<file path="src/rtl/uart_tx_ctrl.sv">
// UART transmit sequencer: accepts a byte, steps start/data/parity/stop,
// and drives the TX line mux select plus its serial-data and parity inputs.
module uart_tx_ctrl #(
   parameter int unsigned DATA_WIDTH = 8
) (
   input  logic                  CLK,
   input  logic                  RST,
   input  logic [DATA_WIDTH-1:0] P_DATA,
   input  logic                  DATA_VALID,
   input  logic                  PAR_EN,
   input  logic                  PAR_TYP,
   output logic                  SER_DATA,
   output logic                  PAR_BIT,
   output logic [1:0]            MUX_SEL,
   output logic                  BUSY
);

   localparam int unsigned CNT_W = (DATA_WIDTH > 1) ? $clog2(DATA_WIDTH) : 1;
   localparam logic [CNT_W-1:0] CNT_LAST = CNT_W'(DATA_WIDTH - 1);

   localparam logic [1:0] SEL_START  = 2'b00;
   localparam logic [1:0] SEL_IDLE   = 2'b01;
   localparam logic [1:0] SEL_DATA   = 2'b10;
   localparam logic [1:0] SEL_PARITY = 2'b11;

   typedef enum logic [2:0] {
      S_IDLE,
      S_START,
      S_DATA,
      S_PARITY,
      S_STOP
   } state_t;

   state_t                r_state;
   state_t                w_next_state;
   logic [DATA_WIDTH-1:0] r_shift;
   logic [CNT_W-1:0]      r_cnt;
   logic                  r_par_en;
   logic                  r_par_bit;
   logic [1:0]            r_mux_sel;
   logic                  r_busy;
   logic [1:0]            w_mux_sel;
   logic                  w_busy;
   logic                  w_accept;

   // A new frame may only start from idle or in the stop bit of the previous one.
   assign w_accept = DATA_VALID && ((r_state == S_IDLE) || (r_state == S_STOP));

   always_comb begin
      w_next_state = r_state;
      w_mux_sel    = SEL_IDLE;
      w_busy       = 1'b1;

      case (r_state)
         S_IDLE:   if (w_accept) w_next_state = S_START;
         S_START:  w_next_state = S_DATA;
         S_DATA: begin
            if (r_cnt == CNT_LAST) begin
               w_next_state = r_par_en ? S_PARITY : S_STOP;
            end
         end
         S_PARITY: w_next_state = S_STOP;
         S_STOP:   w_next_state = w_accept ? S_START : S_IDLE;
         default:  w_next_state = S_IDLE;
      endcase

      // Select and busy are registered off the next state so outputs come straight from flops.
      case (w_next_state)
         S_IDLE: begin
            w_mux_sel = SEL_IDLE;
            w_busy    = 1'b0;
         end
         S_START:  w_mux_sel = SEL_START;
         S_DATA:   w_mux_sel = SEL_DATA;
         S_PARITY: w_mux_sel = SEL_PARITY;
         S_STOP:   w_mux_sel = SEL_IDLE;
         default: begin
            w_mux_sel = SEL_IDLE;
            w_busy    = 1'b0;
         end
      endcase
   end

   always_ff @(posedge CLK or posedge RST) begin
      if (RST) begin
         r_state   <= S_IDLE;
         r_mux_sel <= SEL_IDLE;
         r_busy    <= 1'b0;
      end else begin
         r_state   <= w_next_state;
         r_mux_sel <= w_mux_sel;
         r_busy    <= w_busy;
      end
   end

   // Payload shifter, bit counter and per-frame parity settings.
   always_ff @(posedge CLK or posedge RST) begin
      if (RST) begin
         r_shift   <= '0;
         r_cnt     <= '0;
         r_par_en  <= 1'b0;
         r_par_bit <= 1'b0;
      end else if (w_accept) begin
         r_shift   <= P_DATA;
         r_cnt     <= '0;
         r_par_en  <= PAR_EN;
         r_par_bit <= (^P_DATA) ^ PAR_TYP;
      end else begin
         case (r_state)
            S_START: r_cnt <= '0;
            S_DATA: begin
               r_shift <= r_shift >> 1;
               if (r_cnt != CNT_LAST) begin
                  r_cnt <= r_cnt + CNT_W'(1);
               end
            end
            default: begin
               r_shift <= r_shift;
               r_cnt   <= r_cnt;
            end
         endcase
      end
   end

   assign SER_DATA = r_shift[0];
   assign PAR_BIT  = r_par_bit;
   assign MUX_SEL  = r_mux_sel;
   assign BUSY     = r_busy;

endmodule

</file>
<file path="config.mk">
export PLATFORM = sky130hd
export DESIGN_NAME = uart_tx_ctrl
export DESIGN_NICKNAME = d
export VERILOG_FILES = /design/src/rtl/uart_tx_ctrl.sv
export SDC_FILE = /design/constraint.sdc
export NUM_CORES = 1
export LEC_CHECK = 0
export ABC_AREA = 1
export CELL_PAD_IN_SITES_DETAIL_PLACEMENT = 0
export CELL_PAD_IN_SITES_GLOBAL_PLACEMENT = 1
export CORE_MARGIN = 2
export CORE_UTILIZATION = 33
export CTS_CLUSTER_SIZE = 16
export DETAILED_ROUTE_END_ITERATION = 7
export PLACE_DENSITY_LB_ADDON = 0.1
export SKIP_LAST_GASP = 1
export SYNTH_ARGS = -nofsm -noshare
export SYNTH_HDL_FRONTEND = slang
export SYNTH_SLANG_ARGS = --single-unit
</file>
<file path="constraint.sdc">
create_clock -name CLK -period 1.2 [get_ports CLK]
set_input_delay 0.24 -clock CLK [delete_from_list [all_inputs] [get_ports CLK]]
set_output_delay 0.24 -clock CLK [all_outputs]
set_load 0.03 [all_outputs]
</file>
# Word-level counts from Yosys, hierarchy flattened
# Cells that the tools add are included.
dict set report classes {
  bitwise 1
  n_eq_ne 11
  mux 12
  add_sub_neg 1
  reduce_logical 8
}
# op count
set op_table {}
lappend op_table {{$mux W8} 2}
lappend op_table {{$mux W3} 5}
lappend op_table {{$pmux W3 S5} 1}
lappend op_table {{$eq A3 B2 Y1 const B} 4}
lappend op_table {{$eq A3 B3 Y1 const B} 3}
lappend op_table {{$reduce_xor A8 Y1} 1}
lappend op_table {{$eq A3 B1 Y1 const B} 2}
lappend op_table {{$ne A3 B3 Y1 const B} 2}
lappend op_table {{$pmux W2 S3} 1}
lappend op_table {{$pmux W3 S2} 1}
lappend op_table {{$reduce_or A4 Y1} 1}
lappend op_table {{$add A3 B1 Y3 const B} 1}
lappend op_table {{$logic_not A3 Y1} 1}
lappend op_table {{$reduce_bool A3 Y1} 1}
lappend op_table {{$mux W1} 2}
lappend op_table {{$reduce_and A2 Y1} 1}
lappend op_table {{$reduce_bool A2 Y1} 1}
lappend op_table {{$logic_and A1 B1 Y1} 1}
lappend op_table {{$logic_or A1 B1 Y1} 1}
lappend op_table {{$xor A1 B1 Y1} 1}
dict set report word_totals {
  out_inout_bits 5
  elab_cells 40
  input_bits 13
  regBits 19
}

# Depth between registers and ports, before layout
dict set report depth {
  word_depth 8
  ltp_mapped 10
  ltp_nobuf 10
}

# Least setup slack after synthesis
# Ideal clock, no wire load.
dict set report synth_timing {
  path_kind {reg-to-reg}
  from {reg r_cnt[0]}
  to {reg r_busy, in the netlist BUSY}
  setup_ns 0.120
  synth_period_minus_slack_ns 1.356
  t_required_ns 1.080
  path_buffers 0
  slack_ns -0.156
  arrival_time_ns 1.236
  stages_incl_launch_ff 9
  path_cell_list {dfrtp_1 ha_1 ha_1 nand2_1 inv_1 a21oi_1 o21ai_1 nor2_1 nand2_1}
}
dict set report synth_between {
  elab_chain_cells 6
  word_cells_on_any_way 9
  classes_between {5 x eq/ne; 3 x mux; 1 x reduce/logical}
}
# element line_no
set synth_rtl {}
lappend synth_rtl {{start, declared} 37} ;# logic [CNT_W-1:0] r_cnt;
lappend synth_rtl {{start signal, assigned} 114} ;# r_cnt <= r_cnt + CNT_W'(1);
lappend synth_rtl {{start signal, assigned} 119} ;# r_cnt <= r_cnt;
lappend synth_rtl {{$eq A3 B3 Y1 (*)} 58} ;# if (r_cnt == CNT_LAST) begin
lappend synth_rtl {{$mux W3 (*)} 58}
lappend synth_rtl {{$pmux W3 S5 (*)} 54} ;# case (r_state)
lappend synth_rtl {{net w_next_state[1]} 35} ;# state_t w_next_state;
lappend synth_rtl {{$eq A3 B2 Y1 (tied with other cells)} 68} ;# case (w_next_state)
lappend synth_rtl {{$reduce_or A4 Y1 (no line) (*)} n/a}
lappend synth_rtl {{$mux W1 (*)} 68}
lappend synth_rtl {{net w_busy} 43} ;# logic w_busy;
lappend synth_rtl {{end signal, assigned} 92} ;# r_busy <= w_busy;
lappend synth_rtl {{end, declared} 41} ;# logic r_busy;
# Mark *: on every way through the listed nets, which the timed path passes. The rest lies on a longest branch.
# A chain may end at the register's enable or synchronous reset.

# Final worst setup path
# Same ends and word-level chain as after synthesis.

==> metrics.md <==
| Metric | Value |
|---|---|
| CTS Root Cell | `clkbuf_4` |
| Max clock buf depth | `2` |
| Min setup slack post-route | `-0.122 ns` |
| Net switching power | `1.31 mW` |
| Die Y | `58.7 µm` |
| Clock share of power | `0.097` |
| Gate power share | `0.569` |
| Antenna viol nets, final | `0` |
| Status | `complete, but fails checks` |
| Antenna cell count | `0` |
| Drt drc | `0` |
| Final Max Slew Viols | `0` |
| WP data required | `1.39 ns` |
| Register area share after synthesis | `0.483` |
| Mapped Area | `987 µm²` |
| Startpoint Class | `flop` |
| RSZ-0062 raised after global routing | `true` |
| Dpl cells | `189` |
| GP Congestion | `0.778` |
| Initial Util | `0.352` |
| Fin crit period | `1.32 ns` |
| Max cap viols | `0` |
| Switching Share | `0.401` |
| GRT Util Overall | `0.147` |
| Fin cells | `202` |
| Clock slew at reported path FFs | `0.11 ns` |
| Port Buffer Count | `17` |
| Synth top area share | `0.456` |
| Maximum vdd drop | `0.565 mV` |
| Period utilization | `1.10` |
| Post-synthesis cell count | `126` |
| FMAX | `0.757 GHz` |
| Area of the die | `0.00345 mm²` |
| Yosys top cell by area | `dfrtp_1` |
| H-tree depth | `1` |
| Fin. Hold Viols | `0` |
| Yosys cell types | `18` |
| CTS Sinks | `19` |
| Max FO, Critical Path | `3` |
| Leak | `0.852 nW` |
| Avg Cell Area, Syn | `7.83 µm²` |
| DIE WIDTH | `58.7 µm` |
| WL/cell | `11.0 µm` |
| Num rows | `19` |
| Initial antenna violation count | `0` |
| IO Pins | `18` |
| Final setup fails | `7` |
| First-pass GRT wire length | `3850 µm` |
| Register share of total power | `0.334` |
| Failing checks | `setup timing` |
| PwrDens | `2070 mW/mm²` |
| Fraction of layout cells with a size suffix above 1 | `0.374` |
| Largest cells by area after synthesis | `dfrtp_1, nand2_1, inv_1` |
| Fin area | `0.00157 mm²` |
| Final nets | `187` |
| Slew HR | `0.852` |
| Int Pwr | `1.95 mW` |
| Slew @ Worst Pin | `0.222 ns` |
| Hold crit path type | `in2async` |
| Layout area overhead | `58.9%` |
| Via count | `958` |
| Syn_nets | `141` |
| DR pass1 iterations | `4` |
| Vias in the first global route | `946` |
| CTS Buf Count | `3` |
| Largest net degree at the start of global routing | `20` |
| YS warnings | `0` |
| Worst skew pair latency | `0.29 ns` |
| Dpl hpwl | `1570 µm` |
| Wirelength, routed | `2230 µm` |
| TritonCTS clock tree | `built` |
| Critical Path Sink Type | `flop` |
| Fin Clk Skew | `0.00571 ns` |
| Critical Path AT | `1.51 ns` |
| Detailed router's first-iteration violation count | `26` |
| Kind of critical path | `reg2reg` |
| Flops & latches, synth | `19` |
| Drt via density | `4.74` |
| GRT Residual Overflow | `0` |
| Core area | `0.00281 mm²` |
| Dpl cell area | `0.00133 mm²` |
-- critical path, stage by stage (launching register included) --
cell	delay, ns
dfrtp_1	0.40
ha_2	0.20
ha_4	0.17
nand2_2	0.07
inv_2	0.05
a21oi_4	0.13
o21ai_2	0.07
nor2_1	0.08
nand2_1	0.05
-- power by group through the flow --
stage | sequential [mW] | combinational (mW) | clock, mW
after floorplan | 1.24 | 0.680 | 0
after global placement | 1.08 | 1.33 | 0
after detailed placement | 1.08 | 1.33 | 0
after CTS | 1.08 | 1.60 | 0.330
after global routing | 1.12 | 2.02 | 0.354
final | 1.09 | 1.85 | 0.315
-- cells by family (layout without fill, tap and decap cells) --
family / count (synthesis) / in the layout / share of synthesized area
AO/OA/AOI/OAI: 15 / 15 / 0.103
adder cells (fa/ha/maj): 2 / 2 / 0.0253
buffers and inverters: 25 / 70 / 0.103
XOR/XNOR: 1 / 1 / 0.00887
AND/OR/NAND/NOR: 64 / 64 / 0.278
flip-flops: 19 / 19 / 0.483
-- placed cells by master (no fill, tap or decap), types with 2 or more instances in the layout --
cell             netlist  routed
dfrtp_1               18      17
nand2_2                3       6
nand2_4                0       2
dlymetal6s2s_1         0       4
buf_4                  0      25
nand3_1                8       7
nand2_1               44      39
inv_2                  4       3
o221ai_2               0       5
nor2_1                 7       6
o21ai_2                1       3
clkdlybuf4s50_1        0       8
o21ai_0                2       2
buf_6                  1       2
clkbuf_4               0       3
buf_12                 0       2
o21ai_1                4       2
inv_1                 20      19
-- worst paths after layout --
path / from / endpoint / slack, ns / cells past startpoint
min in group CLK: P_DATA[1] / r_shift[1] / 0.26 / 3
setup / recovery: r_cnt[0] / BUSY / -0.12 / 8
setup reg to reg: r_cnt[0] / BUSY / -0.12 / 8
hold / removal: RST / r_shift[6] / 0.25 / 3
hold reg to reg: r_cnt[1] / r_cnt[1] / 0.49 / 2
max in group asynchronous: RST / MUX_SEL[0] / 0.74 / 3
-- synthesized netlist by cell type, drive strengths merged --
master and number:
a21oi 2, dfrtp 18, nand3b 1, buf 1
nor2 7, xor2 1, o21ai 7, nand3 8
dfstp 1, ha 2, nand2 47, inv 24
o221ai 6, nor3 1
-- layout make-up --
cell class / instances / area, µm²
sequential: 19 / 478
tap: 31 / 38.8
inverter: 24 / 97.6
timing repair buffer: 42 / 408
fill: 286 / 1240
clock buffer: 4 / 26.3
multi-input combinational: 82 / 520
-- per-stage QoR --
| step | hold slack [ns] | power, mW | utilization | TNS, ns | worst slack, ns |
|---|---|---|---|---|---|
| 2_1_floorplan | 0.190 | 1.92 | - | -0.0645 | -0.0645 |
| 3_5_place_dp | 0.476 | 2.42 | 0.473 | -1.40 | -0.266 |
| 5_1_grt | 0.279 | 3.49 | 0.559 | -1.37 | -0.207 |
| 6_report | 0.251 | 3.25 | 0.559 | -0.429 | -0.122 |
| 4_1_cts | 0.247 | 3.01 | 0.520 | -0.516 | -0.0938 |
| 3_3_place_gp | 0.466 | 2.40 | 0.473 | -1.42 | -0.222 |
-- state kept, by name, summed over array words and instances (netlist names) --
name      count
BUSY          1
r_shift       8
PAR_BIT       1
r_state       3
r_cnt         3
MUX_SEL       2
r_par_en      1
-- what timing repair did --
action | CTS | global route
pin swaps | 2 | 4
hold buffers | 0 | 0
endpoints found under the setup margin | 8 | 19
cloned | 1 | 0
gates resized for setup | 8 | 25
buffers inserted | 6 | 2
-- routing by layer --
| metal | global-route usage | part of all wire |
|---|---|---|
| met5 | 0 | 0 |
| met4 | 0.0942 | 0.030 |
| met3 | 0.0176 | 0.028 |
| met2 | 0.266 | 0.55 |
| met1 | 0.160 | 0.39 |
(Power assumes the default switching activity.)
